<file path="src/rtl/verlet_pkg.sv">
// Shared types and default constants for the Verlet particle bank.
package verlet_pkg;

  localparam int FIX_W = 32;

  typedef logic signed [FIX_W-1:0] fix_t;

  localparam fix_t DEF_BASE_X      = 32'h000C8000;
  localparam fix_t DEF_SPACING     = 32'h0000A000;
  localparam fix_t DEF_GRAVITY     = 32'h000004CD;
  localparam fix_t DEF_X_MIN       = 32'h00000000;
  localparam fix_t DEF_X_MAX       = 32'h00280000;
  localparam fix_t DEF_Y_MIN       = 32'h00000000;
  localparam fix_t DEF_Y_MAX       = 32'h001E0000;
  localparam fix_t DEF_MOUSE_R     = 32'h00008000;
  localparam fix_t DEF_MOUSE_POWER = 32'h0000A000;

  typedef enum logic [1:0] {
    ST_IDLE  = 2'd0,
    ST_RUN   = 2'd1,
    ST_DRAIN = 2'd2
  } state_t;

endpackage

</file>
<file path="src/rtl/particle_mouse_probe.sv">
// Combinational mouse capture test: box hit and which side of the particle
// the cursor is on.
module particle_mouse_probe #(
  parameter int W = 32
) (
  input  logic signed [W-1:0] x,
  input  logic signed [W-1:0] y,
  input  logic signed [W-1:0] x_mouse,
  input  logic signed [W-1:0] y_mouse,
  input  logic signed [W-1:0] radius,
  output logic                hit,
  output logic                dir_pos
);

  logic signed [W-1:0] diff_x, diff_y, abs_x, abs_y;

  always_comb begin
    diff_x  = x_mouse - x;
    diff_y  = y_mouse - y;
    abs_x   = diff_x[W-1] ? -diff_x : diff_x;
    abs_y   = diff_y[W-1] ? -diff_y : diff_y;
    hit     = (abs_x < radius) && (abs_y < radius);
    dir_pos = (x_mouse >= x);
  end

endmodule

</file>
<file path="src/rtl/verlet_particle_bank.sv">
// Time-multiplexed two-stage Verlet integrator over N_NODES particles.
// Optional mouse drag impulse is built when MOUSE_DRAG_EN is defined.
module verlet_particle_bank
  import verlet_pkg::*;
#(
  parameter int                N_NODES     = 8,
  parameter int                W           = 32,
  parameter int                FRAC        = 12,
  parameter logic signed [W-1:0] BASE_X      = DEF_BASE_X,
  parameter logic signed [W-1:0] SPACING     = DEF_SPACING,
  parameter logic signed [W-1:0] GRAVITY     = DEF_GRAVITY,
  parameter int                DAMP_SHIFT  = 6,
  parameter logic signed [W-1:0] X_MIN       = DEF_X_MIN,
  parameter logic signed [W-1:0] X_MAX       = DEF_X_MAX,
  parameter logic signed [W-1:0] Y_MIN       = DEF_Y_MIN,
  parameter logic signed [W-1:0] Y_MAX       = DEF_Y_MAX,
  parameter logic signed [W-1:0] MOUSE_R     = DEF_MOUSE_R,
  parameter logic signed [W-1:0] MOUSE_POWER = DEF_MOUSE_POWER,
  localparam int               IW          = (N_NODES > 1) ? $clog2(N_NODES) : 1
) (
  input  logic                clk,
  input  logic                reset,
  input  logic                start,
  output logic                busy,
  output logic                done,
  input  logic [N_NODES-1:0]  pin_mask,
  input  logic signed [W-1:0] x_mouse,
  input  logic signed [W-1:0] y_mouse,
  input  logic                wr_en,
  input  logic [IW-1:0]       wr_idx,
  input  logic signed [W-1:0] wr_x,
  input  logic signed [W-1:0] wr_y,
  output logic                wr_ready,
  input  logic [IW-1:0]       rd_idx,
  output logic signed [W-1:0] rd_x,
  output logic signed [W-1:0] rd_y
);

  typedef logic signed [W-1:0] word_t;

  function automatic word_t clamp(input word_t v, input word_t lo, input word_t hi);
    if (v < lo) return lo;
    else if (v > hi) return hi;
    else return v;
  endfunction

  state_t        state_reg, state_next;
  logic [IW-1:0] issue_idx_reg, issue_idx_next;
  logic          issue_valid;
  logic          done_reg;
  logic          wr_accept;

  word_t x_arr [N_NODES];
  word_t y_arr [N_NODES];
  word_t px_arr[N_NODES];
  word_t py_arr[N_NODES];

  // ---------------- sequencer ----------------
  always_ff @(posedge clk or negedge reset) begin
    if (!reset) begin
      state_reg     <= ST_IDLE;
      issue_idx_reg <= '0;
      done_reg      <= 1'b0;
    end else begin
      state_reg     <= state_next;
      issue_idx_reg <= issue_idx_next;
      done_reg      <= (state_reg == ST_DRAIN);
    end
  end

  always_comb begin
    state_next     = state_reg;
    issue_idx_next = issue_idx_reg;
    issue_valid    = 1'b0;
    case (state_reg)
      ST_IDLE: begin
        if (start) begin
          state_next     = ST_RUN;
          issue_idx_next = '0;
        end
      end
      ST_RUN: begin
        issue_valid = 1'b1;
        if (issue_idx_reg == IW'(N_NODES - 1)) state_next = ST_DRAIN;
        else issue_idx_next = issue_idx_reg + 1'b1;
      end
      ST_DRAIN: state_next = ST_IDLE;
      default:  state_next = ST_IDLE;
    endcase
  end

  assign busy      = (state_reg != ST_IDLE);
  assign done      = done_reg;
  assign wr_ready  = ~busy;
  assign wr_accept = wr_en && (state_reg == ST_IDLE);

  // ---------------- stage 1: read, velocity, damping, hit test ----------------
  word_t s1_x, s1_y, s1_px, s1_py, s1_vx, s1_vy, s1_dx, s1_dy;
  logic  s1_hit, s1_dir;

  always_comb begin
    s1_x  = x_arr[issue_idx_reg];
    s1_y  = y_arr[issue_idx_reg];
    s1_px = px_arr[issue_idx_reg];
    s1_py = py_arr[issue_idx_reg];
    s1_vx = s1_x - s1_px;
    s1_vy = s1_y - s1_py;
    s1_dx = (DAMP_SHIFT == 0) ? s1_vx : s1_vx - (s1_vx >>> DAMP_SHIFT);
    s1_dy = (DAMP_SHIFT == 0) ? s1_vy : s1_vy - (s1_vy >>> DAMP_SHIFT);
  end

`ifdef MOUSE_DRAG_EN
  particle_mouse_probe #(.W(W)) u_probe (
    .x       (s1_x),
    .y       (s1_y),
    .x_mouse (x_mouse),
    .y_mouse (y_mouse),
    .radius  (MOUSE_R),
    .hit     (s1_hit),
    .dir_pos (s1_dir)
  );
`else
  logic unused_mouse;
  assign unused_mouse = ^{x_mouse, y_mouse, MOUSE_R, MOUSE_POWER};
  assign s1_hit = 1'b0;
  assign s1_dir = 1'b0;
`endif

  logic          s2_valid, s2_pin, s2_hit, s2_dir;
  logic [IW-1:0] s2_idx;
  word_t         s2_x, s2_y, s2_dx, s2_dy;

  always_ff @(posedge clk or negedge reset) begin
    if (!reset) begin
      s2_valid <= 1'b0;
      s2_idx   <= '0;
      s2_pin   <= 1'b0;
      s2_hit   <= 1'b0;
      s2_dir   <= 1'b0;
      s2_x     <= '0;
      s2_y     <= '0;
      s2_dx    <= '0;
      s2_dy    <= '0;
    end else begin
      s2_valid <= issue_valid;
      s2_idx   <= issue_idx_reg;
      s2_pin   <= pin_mask[issue_idx_reg];
      s2_hit   <= s1_hit;
      s2_dir   <= s1_dir;
      s2_x     <= s1_x;
      s2_y     <= s1_y;
      s2_dx    <= s1_dx;
      s2_dy    <= s1_dy;
    end
  end

  // ---------------- stage 2: integrate, clamp, impulse ----------------
  word_t sum_x, sum_y, nx, ny, npx, npy;

  always_comb begin
    sum_x = s2_x + s2_dx;
    sum_y = s2_y + s2_dy + GRAVITY;
    npy   = s2_y;
    if (s2_pin) begin
      nx  = s2_x;
      ny  = s2_y;
      npx = s2_x;
    end else begin
      nx  = clamp(sum_x, X_MIN, X_MAX);
      ny  = clamp(sum_y, Y_MIN, Y_MAX);
      npx = s2_x;
`ifdef MOUSE_DRAG_EN
      // A fake previous position injects velocity away from the cursor.
      if (s2_hit) npx = s2_dir ? s2_x + MOUSE_POWER : s2_x - MOUSE_POWER;
`endif
    end
  end

  // ---------------- particle state ----------------
  for (genvar gi = 0; gi < N_NODES; gi++) begin : g_node
    localparam word_t RST_Y = word_t'(SPACING * (gi + 1));
    word_t x_q, y_q, px_q, py_q;
    logic  upd, wr_hit;

    assign upd    = s2_valid && (s2_idx == IW'(gi));
    assign wr_hit = wr_accept && (wr_idx == IW'(gi));

    always_ff @(posedge clk or negedge reset) begin
      if (!reset) begin
        x_q  <= BASE_X;
        y_q  <= RST_Y;
        px_q <= BASE_X;
        py_q <= RST_Y;
      end else if (upd) begin
        x_q  <= nx;
        y_q  <= ny;
        px_q <= npx;
        py_q <= npy;
      end else if (wr_hit) begin
        x_q <= wr_x;
        y_q <= wr_y;
      end
    end

    assign x_arr[gi]  = x_q;
    assign y_arr[gi]  = y_q;
    assign px_arr[gi] = px_q;
    assign py_arr[gi] = py_q;
  end

  assign rd_x = x_arr[rd_idx];
  assign rd_y = y_arr[rd_idx];

endmodule

</file>
<file path="config.mk">
export PLATFORM = sky130hd
export DESIGN_NAME = verlet_particle_bank
export DESIGN_NICKNAME = d
export VERILOG_FILES = /design/src/rtl/verlet_pkg.sv /design/src/rtl/particle_mouse_probe.sv /design/src/rtl/verlet_particle_bank.sv
export SDC_FILE = /design/constraint.sdc
export NUM_CORES = 2
export LEC_CHECK = 0
export CORE_UTILIZATION = 50
export CTS_CLUSTER_DIAMETER = 150
export DETAILED_ROUTE_END_ITERATION = 12
export GPL_ROUTABILITY_DRIVEN = 0
export HOLD_SLACK_MARGIN = 0.02
export PLACE_DENSITY = 0.67
export REMOVE_ABC_BUFFERS = 1
export SLEW_MARGIN = 30
export SYNTH_ARGS = -nofsm -noshare
export SYNTH_HDL_FRONTEND = slang
export SYNTH_SLANG_ARGS = --single-unit
</file>
<file path="constraint.sdc">
create_clock -name clk -period 20.6 [get_ports clk]
set_clock_uncertainty 0.1 [all_clocks]
set_input_delay 4.12 -clock clk [delete_from_list [all_inputs] [get_ports clk]]
set_output_delay 4.12 -clock clk [all_outputs]
set_load 0.01 [all_outputs]
</file>
* After elaboration in Yosys (flattened, before gate mapping) *
Cells that the tools add are included.

word-level totals
  register bits after elaboration = 1163
  output and inout port bits = 67

cells by class
  muxes and demuxes = 65
  reductions and logical operators = 32
  order comparisons = 7
  equality and inequality tests = 20
  add/sub/neg operators = 8
  bitwise logic cells = 3

operator list
  cell                      count
  $mux W32                  50
  $bmux W32 S3              6
  $add A32 B32 Y32          2
  $lt A32 B1 Y1 const B     2
  $sub A32 B26 Y32          2
  $sub A32 B32 Y32          2
  $add A32 B12 Y32 const B  1
  $gt A32 B22 Y1 const B    1
  $gt A32 B23 Y1 const B    1
  $eq A3 B3 Y1 const B      9
  $reduce_bool A2 Y1        10
  $logic_and A1 B1 Y1       17
  $eq A3 B2 Y1 const B      4
  $ge A4 B4 Y1 const B      2
  $not A3 Y4                2
  $eq A3 B1 Y1 const B      2
  $logic_not A3 Y1          2
  $mux W3                   2
  $ne A2 B2 Y1 const B      3
  $pmux W3 S2               1
  $lt A3 B4 Y1 const B      1
  $mux W2                   2
  $pmux W2 S2               1
  $add A3 B1 Y3 const B     1
  other kinds (8)           9

* Depth between registers and ports, before layout *
  word-level depth = 7
  gate-level depth with buffers = 33
  mapped depth without buffers = 29

* Worst setup path after synthesis *
No wires, ideal clock.

  path type = input port to output port
  from = in rd_idx[0]
  to = out rd_y[17]
  data arrival time = 6009 ps
  slack = 10371 ps
  cell stages on the path = 4
  cell sequence = clkbuf_1 -> buf_1 -> mux4_2 -> mux2_2

between the ends
  cells in the longest elaborated chain, start to end = 4

RTL lines
  element                                      RTL line                     RTL
  start, declared                              verlet_particle_bank.sv:34   input logic [IW-1:0] rd_idx,
  $not A3 Y4 (not written as such)             verlet_particle_bank.sv:212  assign rd_y = y_arr[rd_idx];
  $bmux W32 S3                                 verlet_particle_bank.sv:212
  $mux W32 (not written as such) (2 in a row)  verlet_particle_bank.sv:212
  end, declared                                verlet_particle_bank.sv:36   output logic signed [W-1:0] rd_y

No other way between the ends. The select of a mux whose other input is x is not followed.

* Worst setup path in the final report *
  from = in rd_idx[0]
  to = out rd_y[19]

The elaborated chain is that of the path after synthesis.

==> flow_summary.toml <==
[critical_path]
cp.required_ns = 16.38
cp_top_family = "buffers and inverters"
path_class = "in2out"
r2r_slack_ns = 11.70
r2r_end = "s2_dy[31]$_DFF_PN0_"
cpPeakStageDelay_ns = 0.72
reg2reg_depth = 29
crit_chain = "buf_8 -> buf_4 -> mux4_2 -> mux2_2 -> clkdlybuf4s50_1"
timing.rr.start = "issue_idx_reg[0]$_DFFE_PN0P_"
crit_arrival_ns = 6.97
cp-start-kind = "input port"
slowest_stage = "buf_4"
critPathBufInv = 3
endpoint_kind = "output pin"
cp_max_fo = 55

[cts]
cts_root_buf = "clkbuf_16"
cts-resized-gates = 0
htreeDepth = 4
cts_tree = "done"
cts.sinks = 1163
cts_made_buffers = 136
insertion_delay_ns = 0.79
clk_pin_slew_ns = 0.06
post_cts_hold_buffer_count = 0
cts_setup_buffers = 0
cts.path.max_buffers = 3

[floorplanning]
fp.dieW_um = 378
row_count = 137
die_h_um = 378
core-area_um2 = 140000
io_pins = 213
die_area_um2 = 143000
start_util = 0.505

[global_route]
grt_pass1_wl_um = 326000
grt_busiest_layer = "met2"
grtUsageMet2 = 0.491
grt_pass1_vias = 54900
overflow = 0
groute.layer.met3.usage = 0.0422
antenna_found_initial = 5
grt_usage = 0.296
use_met1 = 0.398
grt_max_degree = 150

[timing]
min_period_ns = 11.19
slew_viol_final = 0
final.setup.tns_ns = 0
hold_viol_final = 0
fmax_mhz = 89.3
final.setup.worst_slack_ns = 9.41
rsz0062_at_grt = "false"
setup-violations-final = 0
whs_ns = 0.357
post-route-period-util = 0.543
tightest_slew_ns = 1.09
slew-limit-headroom = 0.267

[placement]
dpl_worst_slack_ns = 9.33
portBuffers = 148
place_hpwl_um = 126000

[job]
drv_cap = 0

[logic_synthesis]
synth-xor-area-share = 0.0199
synth-async-reset-ratio = 1.00
ys_ff_latch = 1163
synth_area_per_cell_um2 = 9.89
synth_top_family_by_area = "multiplexers"
seq_area_frac_synth = 0.414
synth_warnings = 0
synthSimpleGateAreaFrac = 0.144
ys_types = 88
synth-compound-area-share = 0.118
yosys.area_share.adder = 0.0403
synth_cells = 7138
ys.flop_type = "dfrtp_1"
synth.mux.area_fraction = 0.223
syn_area_um2 = 70600
synth-edff-count = 0

[drt]
drc = 0
postRouteAntennaNets = 0
wl_um = 210000
first_pass_iters = 6
wl_per_cell_um = 23.6
vias = 54800
vias_per_cell = 6.17
drt_iter0_drc = 5258

[min_path]
min_path_type = "reg2reg"
hp-start = "g_node[2].py_q[14]$_DFFE_PN1P_"
hold_depth = 2
whs_endpoint = "g_node[2].py_q[14]$_DFFE_PN1P_"

[status]
status = "finished, final reports clean"

[layout]
drive_gt1_frac = 0.165
nets = 7270
syn2layout_area_growth_pct = 10.4
per-layer routing:
metal,vias to the layer above,wire (um)
li1,24600,-
met1,27600,87000
met2,2198,101000
met3,443,15200
met4,4,6830
met5,-,27
how the worst max path moves through the flow:
| stage | from | end | cells after the start |
|---|---|---|---|
| 6_report | rd_idx[0] | rd_y[19] | 5 |
| 5_1_grt | rd_idx[0] | rd_y[19] | 5 |
| 4_1_cts | rd_idx[0] | rd_y[20] | 5 |
| 3_5_place_dp | rd_idx[0] | rd_y[20] | 5 |
| 3_3_place_gp | rd_idx[0] | rd_x[19] | 5 |
| 2_1_floorplan | issue_idx_reg[0]$_DFFE_PN0P_ | s2_dy[31]$_DFF_PN0_ | 25 |
metrics by stage:
stage | cell area [um2] | instances | utilization
finish | 78000 | 8888 | 0.557
global route | 78000 | 8887 | 0.557
CTS | 77800 | 8883 | 0.556
detailed placement | 73100 | 8635 | 0.523
global placement | 72900 | 8631 | 0.521
floorplan | 68200 | 6526 | -
synthesized netlist by cell type (92+ instances only):
library cell | instances | share of area
a21oi_1 | 182 | 0.013
a31o_1 | 101 | 0.013
buf_1 | 106 | 0.0056
clkbuf_1 | 483 | 0.026
dfrtp_1 | 1071 | 0.38
dfstp_2 | 92 | 0.034
ha_1 | 218 | 0.039
inv_1 | 131 | 0.0070
mux2_2 | 233 | 0.037
mux2i_1 | 445 | 0.063
mux4_2 | 386 | 0.12
nand2_1 | 1975 | 0.10
nor2_1 | 185 | 0.0098
o21ai_0 | 532 | 0.038
final cells by class:
type | instances | area, um2
clock buffers | 189 | 3920
repair buffers | 236 | 2370
inverters | 137 | 514
fillers | 12000 | 61900
well taps | 1876 | 2350
diodes | 2 | 5.00
clock inverters | 59 | 793
flip-flops and latches | 1163 | 29200
multi-input cells | 5226 | 38800
placed cells by master, fill, tap and decap left out, drive strengths merged, types with 17 or more instances in the layout:
cell,count
mux2i,445
nand3,33
xor2,70
xnor2,85
inv,137
nor3,32
nor2,185
o21ai,580
dfrtp,1071
buf,92
mux4,386
dfstp,92
nand2b,27
ha,218
o211ai,21
o21a,33
a31oi,20
a221o,34
clkbuf,189
and3,20
clkinv,34
clkdlybuf4s50,144
a41oi,17
and2,79
a21o,85
a211oi,49
a21oi,184
mux2,233
nand2,1975
nor2b,69
a31o,168
worst min-delay path, stage by stage (launching register included):
cell     delay, ns
dfstp_2       0.36
nand2_1       0.05
nand2_1       0.05
cells by family (layout without fill, tap and decap cells):
group | after synthesis | in the layout
flip-flops | 1163 | 1163
adder cells (fa/ha/maj) | 224 | 224
multiplexers | 1064 | 1064
AO/OA/AOI/OAI | 1291 | 1291
buffers and inverters | 749 | 621
XOR/XNOR | 157 | 157
AND/OR/NAND/NOR | 2490 | 2490
other | 0 | 2
Power is not shown: default switching activity piles up to over one toggle a cycle in this logic, so the estimate is an artifact.
